<file path="src/rtl/pc_seq_pkg.sv">
// Shared definitions for the program-counter sequencer: op encodings and default widths.
package pc_seq_pkg;

  localparam int ADDR_W_DEF = 8;

  typedef enum logic [2:0] {
    OP_HOLD = 3'b000,
    OP_INC  = 3'b001,
    OP_JMP  = 3'b010,
    OP_JZ   = 3'b011,
    OP_CALL = 3'b100,
    OP_RET  = 3'b101
  } op_e;

endpackage

</file>
<file path="src/rtl/pc_sequencer_ret_stack.sv">
// Return-address LIFO; the count is the only reset state.
// Pushes into a full stack and pops from an empty stack are ignored.
module ret_stack #(
  parameter int W     = 8,
  parameter int DEPTH = 4,
  parameter int CW    = $clog2(DEPTH + 1)
) (
  input  logic          i_clk,
  input  logic          i_rst_n,
  input  logic          i_push,
  input  logic          i_pop,
  input  logic [W-1:0]  i_push_data,
  output logic [W-1:0]  o_top,
  output logic [CW-1:0] o_count,
  output logic          o_full,
  output logic          o_empty
);

  localparam int IW = (DEPTH > 1) ? $clog2(DEPTH) : 1;

  // Storage is sized up to a power of two so the index width matches exactly.
  logic [W-1:0]  r_mem [2**IW];
  logic [CW-1:0] r_count;
  logic [CW-1:0] w_countM1;
  logic [IW-1:0] w_pushIdx;
  logic [IW-1:0] w_topIdx;
  logic          w_doPush;
  logic          w_doPop;

  assign o_full    = (r_count == CW'(DEPTH));
  assign o_empty   = (r_count == '0);
  assign w_doPush  = i_push && !o_full;
  assign w_doPop   = i_pop && !o_empty && !i_push;
  assign w_countM1 = r_count - CW'(1);
  assign w_pushIdx = r_count[IW-1:0];
  assign w_topIdx  = w_countM1[IW-1:0];
  assign o_top     = r_mem[w_topIdx];
  assign o_count   = r_count;

  always_ff @(posedge i_clk or negedge i_rst_n) begin
    if (!i_rst_n) begin
      r_count <= '0;
    end else if (w_doPush) begin
      r_count <= r_count + CW'(1);
    end else if (w_doPop) begin
      r_count <= w_countM1;
    end
  end

  always_ff @(posedge i_clk) begin
    if (w_doPush) begin
      r_mem[w_pushIdx] <= i_push_data;
    end
  end

endmodule

</file>
<file path="src/rtl/pc_sequencer.sv">
// 8-bit program counter feeding MUX1 In1, with call/return stack and sticky
// overflow/underflow flags.
module pc_sequencer
  import pc_seq_pkg::*;
#(
  parameter int              ADDR_W      = ADDR_W_DEF,
  parameter int              STACK_DEPTH = 4,
  parameter logic [ADDR_W-1:0] RESET_VEC = '0,
  parameter int              SPW         = $clog2(STACK_DEPTH + 1)
) (
  input  logic              i_clk,
  input  logic              i_rst_n,
  input  logic              i_en,
  input  logic [2:0]        i_op,
  input  logic [ADDR_W-1:0] i_target,
  input  logic              i_cond,
  input  logic              i_clr_err,
  output logic [ADDR_W-1:0] o_pc,
  output logic [SPW-1:0]    o_sp,
  output logic              o_stack_full,
  output logic              o_stack_empty,
  output logic              o_ovf_err,
  output logic              o_unf_err
);

  logic [ADDR_W-1:0] r_pc;
  logic              r_ovf;
  logic              r_unf;
  logic [ADDR_W-1:0] w_pcInc;
  logic [ADDR_W-1:0] w_pcNext;
  logic [ADDR_W-1:0] w_top;
  logic              w_push;
  logic              w_pop;
  logic              w_setOvf;
  logic              w_setUnf;
  logic              w_full;
  logic              w_empty;

  assign w_pcInc = r_pc + ADDR_W'(1);

  ret_stack #(
    .W     (ADDR_W),
    .DEPTH (STACK_DEPTH),
    .CW    (SPW)
  ) u_stack (
    .i_clk       (i_clk),
    .i_rst_n     (i_rst_n),
    .i_push      (w_push),
    .i_pop       (w_pop),
    .i_push_data (w_pcInc),
    .o_top       (w_top),
    .o_count     (o_sp),
    .o_full      (w_full),
    .o_empty     (w_empty)
  );

  // Everything is gated by enable here so the stack never sees a disabled op.
  always_comb begin
    w_pcNext = r_pc;
    w_push   = 1'b0;
    w_pop    = 1'b0;
    w_setOvf = 1'b0;
    w_setUnf = 1'b0;
    if (i_en) begin
      case (i_op)
        OP_INC:  w_pcNext = w_pcInc;
        OP_JMP:  w_pcNext = i_target;
        OP_JZ:   w_pcNext = i_cond ? i_target : w_pcInc;
        OP_CALL: begin
          if (w_full) begin
            w_setOvf = 1'b1;
          end else begin
            w_push   = 1'b1;
            w_pcNext = i_target;
          end
        end
        OP_RET: begin
          if (w_empty) begin
            w_setUnf = 1'b1;
          end else begin
            w_pop    = 1'b1;
            w_pcNext = w_top;
          end
        end
        default: w_pcNext = r_pc;
      endcase
    end
  end

  // A flag being set in the same cycle as clr_err stays set.
  always_ff @(posedge i_clk or negedge i_rst_n) begin
    if (!i_rst_n) begin
      r_pc  <= RESET_VEC;
      r_ovf <= 1'b0;
      r_unf <= 1'b0;
    end else begin
      r_pc  <= w_pcNext;
      r_ovf <= w_setOvf | (r_ovf & ~i_clr_err);
      r_unf <= w_setUnf | (r_unf & ~i_clr_err);
    end
  end

  assign o_pc          = r_pc;
  assign o_stack_full  = w_full;
  assign o_stack_empty = w_empty;
  assign o_ovf_err     = r_ovf;
  assign o_unf_err     = r_unf;

endmodule

</file>
<file path="config.mk">
export PLATFORM = sky130hd
export DESIGN_NAME = pc_sequencer
export DESIGN_NICKNAME = d
export VERILOG_FILES = /design/src/rtl/pc_seq_pkg.sv /design/src/rtl/pc_sequencer_ret_stack.sv /design/src/rtl/pc_sequencer.sv
export SDC_FILE = /design/constraint.sdc
export NUM_CORES = 1
export LEC_CHECK = 0
export ABC_CLOCK_PERIOD_IN_PS = 2300
export CAP_MARGIN = 15
export CELL_PAD_IN_SITES_DETAIL_PLACEMENT = 1
export CELL_PAD_IN_SITES_GLOBAL_PLACEMENT = 1
export CORE_AREA = 8 8 88 82
export CTS_BUF_LIST = sky130_fd_sc_hd__clkbuf_16
export DETAILED_ROUTE_END_ITERATION = 10
export DIE_AREA = 0 0 96 90
export PLACE_DENSITY = 0.73
export SYNTH_ARGS = -nofsm -noshare
export SYNTH_HDL_FRONTEND = slang
export SYNTH_SLANG_ARGS = --single-unit
</file>
<file path="constraint.sdc">
create_clock -name i_clk -period 2.3 [get_ports i_clk]
set_input_delay 0.345 -clock i_clk [delete_from_list [all_inputs] [get_ports i_clk]]
set_output_delay 0.345 -clock i_clk [all_outputs]
set_load 0.05 [all_outputs]
</file>
==> metrics.txt <==
Post-DP HPWL between 4 and 5 mm; global-route wire length before repair around 9.3 mm; Post-CTS Hold Buffers 0; post-synthesis sequential area ratio 58.7%; vias in the first global route 1,651; top post-synthesis cells by area edfxtp_1 44%, dfrtp_1 15%, mux4_2 8.2%, ha_1 3.4%, a21oi_1 3.0%; GRT Total Usage roughly 14%; core box area approximately 6000 um2; Startpoint Class flop; Port Buf Inserts 30; Clock Path Buffers 2; WHS about 0.45 ns; Async SR Flop Fraction between 20 and 30%; nets roughly 210; Most used DFF post-synth edfxtp_1; Fillers just under 600; yosys warns 0; vias per cell about 5.6; WL/cell 22.1 um; diodes inserted 0; initial detailed-routing violation count 87; Routed WL 5.85 mm; Final ANT Viol Nets 0; critical-path maximum fanout 12; layout cells sized above 1 21.8%; Die W 96 um; library cells used by synthesis 41; CTS tree built; area of the multi-input gates about 840 um2; Num CTS Buffers 5; syn avg cell area 14.0 um2; antenna violations before repair 0; fmax approximately 480 MHz; number of flops mapped to enable cells by yosys 32; Ports 31; CP Capture Type output port; Final period util between 90 and 100%; Slew @ Worst Pin about 0.82 ns; CTS root buf clkbuf_16; Seq. cell area roughly 1300 um2; min-delay worst type input pin to async pin; Clock Latency Late Sink around 0.29 ns; r2r worst-path depth 6; PwrDens around 1200 nW/um2; Cell Rows 27; worst path required time around 2.0 ns; Post-CTS Resized 0; DR vias 1,493; area share of the largest cell type after synthesis a little over two fifths; Max-cap violations 0; fin. max-slew vios 0; status complete, no violations; worst vdd ir 0.000538 V; die area 8640 um2; clk slew on worst S/H paths approximately 0.060 ns; Mapped Area ~2200 um2; die span in y around 90 um; Hold Violations, Final 0; Layout Skew roughly 0.0045 ns; post-CTS setup buffer count 0; Synth-to-Final Area Change 26.1%; Synthesized Nets approximately 180; grt ovf 0; Setup TNS 0 ns; register bit total from synthesis 45; Tmin final 2.08 ns; crit path DAT about 1.7 ns; Post-Synthesis Cells ~160; drc violations 0; final setup violation count 0; starting density of the core a little under two fifths; GP Congestion around 0.8; RSZ-0062 raised after global routing no; relative slew slack between 40% and 50%; leak pwr 0.000964 uW; Pre-antenna DRT Iters 5; H-Tree Depth 2; pin count of the biggest net entering global routing 16; cell accounting for the most synthesized area edfxtp_1; Crit Path Class flop to output port; Sink Count 45
[power by group]
| part | switching, uW | internal, uW | total [uW] |
|---|---|---|---|
| clock | 317 | 403 | 719 |
| combinational | 909 | 596 | 1510 |
| sequential | 124 | 1080 | 1200 |
| total | 1350 | 2080 | 3430 |
[registers in the layout, indices dropped and copies added, names as in the netlist]
signal,cells
o_ovf_err,1
o_unf_err,1
o_pc,8
u_stack.o_count,3
u_stack.r_mem,32
[cell usage after synthesis (all sizes together), types with 2 or more instances]
| cell | instances |
|---|---|
| edfxtp | 32 |
| a21oi | 13 |
| dfrtp | 13 |
| inv | 9 |
| mux4 | 8 |
| nand2 | 7 |
| a31oi | 6 |
| ha | 6 |
| a22oi | 5 |
| buf | 5 |
| o21ai | 5 |
| and2 | 4 |
| nand2b | 4 |
| nand3 | 4 |
| nor3 | 4 |
| a222oi | 3 |
| o21a | 3 |
| or2 | 3 |
| xnor2 | 3 |
| clkbuf | 2 |
| nand3b | 2 |
| nor2b | 2 |
| o22ai | 2 |
[worst max-delay path, cell delays in order, from the launching register on]
cell and delay (ns):
dfrtp_2 0.35, buf_4 0.24, clkdlybuf4s50_1 0.85
[routing by layer]
layer / part of all wire, % / vias up / global-route usage, %
met2: 49 / 37 / 22.2
met1: 44 / 773 / 18.1
li1: - / 673 / -
met3: 5.1 / 10 / 3.74
met5: 0 / - / 0
met4: 2.1 / 0 / 6.66
[layout make-up]
type / count / share of cell area, %
sequential: 45 / 46.6
multi-input combinational: 96 / 30.6
timing repair buffer: 35 / 12.9
clock buffer: 5 / 4.53
tap: 72 / 3.26
inverter: 9 / 1.36
clock inverter: 3 / 0.724
[metrics by stage]
step	total power, uW	worst slack (ns)	utilization, %	instances	cell area [um2]
2_1_floorplan	2240	0.0467	-	157	2230
3_3_place_gp	2670	0.207	44.8	257	2620
3_5_place_dp	2720	0.0998	44.8	257	2620
4_1_cts	3460	0.193	47.3	265	2760
5_1_grt	3570	0.149	47.3	265	2760
6_report	3430	0.225	47.3	265	2760
[path summary, 6_finish.rpt]
check	from	to	slack [ns]
worst max-delay path	u_stack.o_count[0]	o_sp[0]	0.22
worst min-delay path	i_rst_n	o_pc[3]	0.45
worst max register to register	u_stack.o_count[1]	o_pc[0]	0.32
worst min register to register	o_ovf_err	o_ovf_err	0.54
max in group asynchronous	i_rst_n	u_stack.o_count[0]	1.40
min in group i_clk	o_ovf_err	o_ovf_err	0.54
[layout by cell type (no fill, tap or decap), types with 2 or more instances in the layout]
cell / n
edfxtp_1: 32
clkdlybuf4s50_1: 28
a21oi_1: 13
dfrtp_1: 11
inv_1: 8
mux4_2: 8
nand2_1: 6
o21ai_0: 5
a22oi_1: 5
a31oi_2: 5
ha_1: 5
clkbuf_16: 5
buf_4: 5
nand3_1: 4
and2_4: 4
xnor2_1: 3
o21a_1: 3
nor3_1: 3
a222oi_1: 3
or2_1: 2
clkinvlp_4: 2
nand3b_1: 2
o22ai_1: 2
nand2b_1: 2
nor2b_1: 2
buf_12: 2
dfrtp_2: 2
[cells by family (layout without fill, tap and decap cells)]
logic type / count (synthesis) / count (layout) / synth area share [%]
flip-flops: 45 / 45 / 58.7
buffers and inverters: 16 / 52 / 3.88
XOR/XNOR: 4 / 4 / 1.60
AND/OR/NAND/NOR: 34 / 34 / 9.36
adder cells (fa/ha/maj): 6 / 6 / 3.42
multiplexers: 8 / 8 / 8.22
AO/OA/AOI/OAI: 44 / 44 / 14.8
Power figures use the tool's default switching activity.
